File: src/rtl/omsp_gfx_vram_arbiter.sv
// Video-RAM arbiter: one single-port RAM shared by refresh, GPU and CPU requesters.
// Define OMSP_GFX_VRAM_ARB_WATCHDOG_EN to add the refresh-starvation watchdog.
`ifndef VRAM_MSB
`define VRAM_MSB 16
`endif

module omsp_gfx_vram_arbiter #(
  parameter int WDG_LIMIT = 4
) (
  input  logic                mclk,
  input  logic                puc_rst_n,
  input  logic [`VRAM_MSB:0]  refr_addr_i,
  input  logic                refr_cen_i,
  output logic                refr_ack_o,
  output logic                refr_dout_rdy_nxt_o,
  input  logic [`VRAM_MSB:0]  gpu_addr_i,
  input  logic                gpu_cen_i,
  input  logic [1:0]          gpu_wen_i,
  input  logic [15:0]         gpu_din_i,
  output logic                gpu_ack_o,
  output logic                gpu_dout_rdy_nxt_o,
  input  logic [`VRAM_MSB:0]  cpu_addr_i,
  input  logic                cpu_cen_i,
  input  logic [1:0]          cpu_wen_i,
  input  logic [15:0]         cpu_din_i,
  output logic                cpu_ack_o,
  output logic                cpu_dout_rdy_nxt_o,
  output logic [`VRAM_MSB:0]  vid_ram_addr_o,
  output logic                vid_ram_cen_o,
  output logic [1:0]          vid_ram_wen_o,
  output logic [15:0]         vid_ram_din_o,
  input  logic [15:0]         vid_ram_dout_i,
  output logic [15:0]         vid_ram_dout_o
);

  logic               refr_req, gpu_req, cpu_req;
  logic               refr_gnt, gpu_gnt, cpu_gnt;
  logic               rr_last;
  logic               wdg_exp;
  logic [`VRAM_MSB:0] addr_hold;
  logic [15:0]        din_hold;

  assign refr_req = ~refr_cen_i;
  assign gpu_req  = ~gpu_cen_i;
  assign cpu_req  = ~cpu_cen_i;

`ifdef OMSP_GFX_VRAM_ARB_WATCHDOG_EN
  logic [3:0] wdg_cnt;

  assign wdg_exp = refr_req & (wdg_cnt == 4'(WDG_LIMIT));

  always_ff @(posedge mclk) begin
    if (!puc_rst_n)
      wdg_cnt <= '0;
    else if (refr_gnt || !refr_req)
      wdg_cnt <= '0;
    else if (wdg_cnt != 4'(WDG_LIMIT))
      wdg_cnt <= wdg_cnt + 4'd1;
  end
`else
  logic [3:0] unused_wdg_limit;

  assign unused_wdg_limit = 4'(WDG_LIMIT);
  assign wdg_exp          = 1'b0;
`endif

  // Grant: expired watchdog, then CPU, then GPU/refresh round-robin.
  always_comb begin
    refr_gnt = 1'b0;
    gpu_gnt  = 1'b0;
    cpu_gnt  = 1'b0;
    if (puc_rst_n) begin
      if (wdg_exp) begin
        refr_gnt = 1'b1;
      end else if (cpu_req) begin
        cpu_gnt = 1'b1;
      end else if (gpu_req && refr_req) begin
        gpu_gnt  = ~rr_last;
        refr_gnt = rr_last;
      end else begin
        gpu_gnt  = gpu_req;
        refr_gnt = refr_req;
      end
    end
  end

  // Refresh only reads, so it keeps the held write data on the RAM bus.
  always_comb begin
    vid_ram_cen_o  = 1'b1;
    vid_ram_wen_o  = 2'b11;
    vid_ram_addr_o = addr_hold;
    vid_ram_din_o  = din_hold;
    if (cpu_gnt) begin
      vid_ram_cen_o  = 1'b0;
      vid_ram_wen_o  = cpu_wen_i;
      vid_ram_addr_o = cpu_addr_i;
      vid_ram_din_o  = cpu_din_i;
    end else if (gpu_gnt) begin
      vid_ram_cen_o  = 1'b0;
      vid_ram_wen_o  = gpu_wen_i;
      vid_ram_addr_o = gpu_addr_i;
      vid_ram_din_o  = gpu_din_i;
    end else if (refr_gnt) begin
      vid_ram_cen_o  = 1'b0;
      vid_ram_addr_o = refr_addr_i;
    end
  end

  always_ff @(posedge mclk) begin
    if (!puc_rst_n) begin
      rr_last   <= 1'b1;
      addr_hold <= '0;
      din_hold  <= '0;
    end else begin
      addr_hold <= vid_ram_addr_o;
      din_hold  <= vid_ram_din_o;
      if (refr_gnt)
        rr_last <= 1'b0;
      else if (gpu_gnt)
        rr_last <= 1'b1;
    end
  end

  assign refr_ack_o          = refr_gnt;
  assign gpu_ack_o           = gpu_gnt;
  assign cpu_ack_o           = cpu_gnt;
  assign refr_dout_rdy_nxt_o = refr_gnt;
  assign gpu_dout_rdy_nxt_o  = gpu_gnt & (gpu_wen_i == 2'b11);
  assign cpu_dout_rdy_nxt_o  = cpu_gnt & (cpu_wen_i == 2'b11);
  assign vid_ram_dout_o      = vid_ram_dout_i;

endmodule

File: config.mk
export PLATFORM = sky130hd
export DESIGN_NAME = omsp_gfx_vram_arbiter
export DESIGN_NICKNAME = d
export VERILOG_FILES = /design/src/rtl/omsp_gfx_vram_arbiter.sv
export SDC_FILE = /design/constraint.sdc
export NUM_CORES = 1
export LEC_CHECK = 0
export CAP_MARGIN = 25
export CORE_UTILIZATION = 32
export DETAILED_ROUTE_END_ITERATION = 16
export MAX_ROUTING_LAYER = met4
export PLACE_DENSITY_LB_ADDON = 0.25
export SYNTH_ARGS = -nofsm -noshare
export SYNTH_HDL_FRONTEND = slang
export SYNTH_SLANG_ARGS = --single-unit
File: constraint.sdc
create_clock -name mclk -period 2.1 [get_ports mclk]
set_input_delay 0.525 -clock mclk [delete_from_list [all_inputs] [get_ports mclk]]
set_output_delay 0.525 -clock mclk [all_outputs]
set_load 0.05 [all_outputs]
==> impl_metrics.ini <==
[run_status]
outcome = complete, but fails checks
violations = setup timing

[logic_synthesis]
synth_area_leaders = dfxtp_1 29%, a21oi_1 7.4%, mux2i_1 6.9%
ys_types = 32
synthCells = 295
synth_top_area_share_pct = 29.5
synthesis.area_sq_um = 2310
synth-seq-cells = 34
synth_nets = 403
synth-edff-count = 0
ys.flop_type = dfxtp_1
synth_warnings = 0
syn_avg_cell_area_sq_um = 7.83
yosys.area.top_type = dfxtp_1
yosysSeqAreaShare_pct = 29.5
async_flop_share_pct = 0

[cts]
ctsHoldBuffers = 0
cts_root_buf = clkbuf_8
clkSlewWorstSetupHoldPaths_ns = 0.07
cts_buffers = 5
clockBufferDepth = 2
cts_tree = built
clk_latency_ns = 0.29
cts_max_level = 2
cts_sinks = 34

[die]
ioPinCount = 166
initial_core_util_pct = 33.6
die_x_um = 87.0
dieArea_sq_um = 7570
num_rows = 30
fp.dieH_um = 87.0
core_sq_um = 6870

[worst_setup_path]
crit_type = reg2out
critPathRequiredTime_ns = 1.57
crit_fanout = 9
cp-end-kind = output pin
arrival_ns = 1.83
startpoint_type = flop
worstReg2RegEnd = din_hold[2]
r2r-start = rr_last
r2r_cells = 8
regToRegSetupSlack_ns = 0.38

[drt]
wl_met1_mm = 4.58
top_layer = met4
wl_mm = 11.2
drtIter0Drc = 137
post_drt_wl_per_cell_um = 19.5
firstDrtPassIters = 4
vias = 3102
drtAntennaViolNets = 0
drc = 0
met3_length_um = 708
viasPerCell = 5.40
met2WireLength_mm = 5.57

[global_routing]
grt_max_degree = 34
grt_pass1_wl_mm = 14.8
grt_use_total_pct = 25.9
antenna_found_initial = 0
grt.overflow.total = 0
grt_pass1_vias = 2985

[job]
maxCapViolations = 0

[power_and_ir_drop]
pwr-share-seq_pct = 26.1
sw_frac_of_total_pct = 36.3
p_leak_nw = 2.16
power.switching_mw = 1.01
powerDensity_nw_per_um2 = 500
combPwrFrac_pct = 53.3
internal_power_mw = 1.78
clockPowerShare_pct = 20.7
ir_drop_uv = 328

[timing]
setup_violations = 38
fin_crit_sh_pct = 112
final.setup.tns_ns = -7.14
tightest_slew_ns = 0.487
finalClockSkew_ns = 0.00587
period_minus_slack_ns = 2.36
worst_slack_ns = -0.259
relSlewSlack_pct = 67.1
rsz0062_at_grt = true
report.final.slew_viol_count = 0
hold_violations = 0
fmax_mhz = 424

[worst_hold_path]
hp-start = din_hold[3]
hold_class = reg2reg
min_to = din_hold[3]
min_path_cells = 2

[layout]
seq_area_sq_um = 682
multi_input_area_sq_um = 2150
drive_gt1_share_pct = 48.1
nFillCells = 374
diodes = 0
syn2layout_area_growth_pct = 142
finish.instance_area_sq_um = 5590
final_nets = 585

[place]
place.detailed.hpwl_mm = 6.25
port_buffers = 133
gp_congestion = 0.816
post_dp_cell_area_sq_um = 4650
dp_worst_setup_slack_ns = -0.697
==> cells in the final DEF (no fill, tap or decap), types with 3 or more instances in the layout <==
cell	n
a211oi_4	15
a21oi_1	16
a21oi_4	18
and3_1	6
and3_4	12
buf_12	33
buf_16	4
buf_4	64
buf_6	22
buf_8	4
clkbuf_8	8
clkdlybuf4s50_1	87
dfxtp_1	33
mux2i_4	15
nand2_1	17
nand2_8	3
nor2_1	18
nor3_1	14
o21a_1	16
o21ai_0	17
o21ai_2	6
o21ai_4	10
o31ai_1	15
==> synthesized netlist by cell type, types with 2 or more instances <==
library cell / number
buf_2: 4
a211oi_2: 10
buf_6: 3
nand2_2: 2
o31ai_1: 15
o21a_1: 16
o21ai_0: 23
o21ai_1: 10
mux2i_1: 16
buf_4: 21
a21oi_1: 34
and2_1: 2
a211oi_1: 6
inv_1: 3
nor2_1: 18
nor3_1: 16
dfxtp_1: 34
buf_1: 2
nand2_1: 17
inv_2: 2
clkbuf_1: 13
and3_1: 18
==> per-stage QoR <==
step	utilization, %	hold WS, ns	instances	total power, mW
2_1_floorplan	-	0.507	295	1.49
3_3_place_gp	67.7	0.538	540	1.96
3_5_place_dp	67.7	0.569	540	1.97
4_1_cts	76.3	0.562	558	2.68
5_1_grt	81.4	0.627	574	2.89
6_report	81.4	0.602	574	2.79
==> routing by layer <==
layer  track usage, %  up-vias
li1                 -     1419
met1             32.2     1508
met2             44.0      144
met3             4.55       31
met4             5.15        0
met5                -        -
==> worst max path at each step <==
stage / start / endpoint / slack, ns / depth (start not counted)
5_1_grt: rr_last / vid_ram_addr_o[8] / -0.34 / 7
3_3_place_gp: gpu_cen_i / vid_ram_din_o[6] / -0.66 / 7
6_report: rr_last / vid_ram_addr_o[8] / -0.26 / 7
2_1_floorplan: refr_cen_i / vid_ram_din_o[10] / -0.25 / 6
4_1_cts: rr_last / vid_ram_din_o[7] / -0.25 / 8
3_5_place_dp: gpu_cen_i / vid_ram_din_o[14] / -0.70 / 7
==> worst max-delay path, stage by stage, from the launching register on <==
cell	delay, ns
dfxtp_2	0.37
nor2b_4	0.21
nor3_4	0.07
buf_4	0.16
buf_12	0.16
a211oi_4	0.32
o21ai_4	0.10
buf_12	0.15
==> area by class of cell <==
| cell class | instances | area share, % |
|---|---|---|
| multi-input cells | 214 | 38.4 |
| well taps | 96 | 2.15 |
| clock buffers | 8 | 1.97 |
| inverters | 5 | 0.403 |
| flip-flops and latches | 34 | 12.2 |
| repair buffers | 217 | 44.9 |
==> flip-flops by register name (all words and copies together) (netlist names) <==
name,flops
addr_hold,17
rr_last,1
din_hold,16
==> power by group through the flow <==
stage	registers [mW]	clock network, mW	logic (mW)
final	0.729	0.577	1.49
after global routing	0.732	0.615	1.55
after detailed placement	0.727	0	1.24
after global placement	0.725	0	1.23
after floorplan	0.723	0	0.763
after CTS	0.723	0.585	1.37
==> cell families after synthesis <==
kind of cell    synth area share, %
mux                            6.93
simple gates                   16.8
compound gates                 34.4
buf+inv                        12.4
flops                          29.5
==> what timing repair did <==
action | 4_1_cts | 5_1_grt
gates resized for setup | 81 | 39
setup buffers | 5 | 13
endpoints found under the setup margin | 42 | 40
pin swaps | 19 | 33
cloned | 5 | 3
Note: power is estimated with default switching activity, not from simulation.
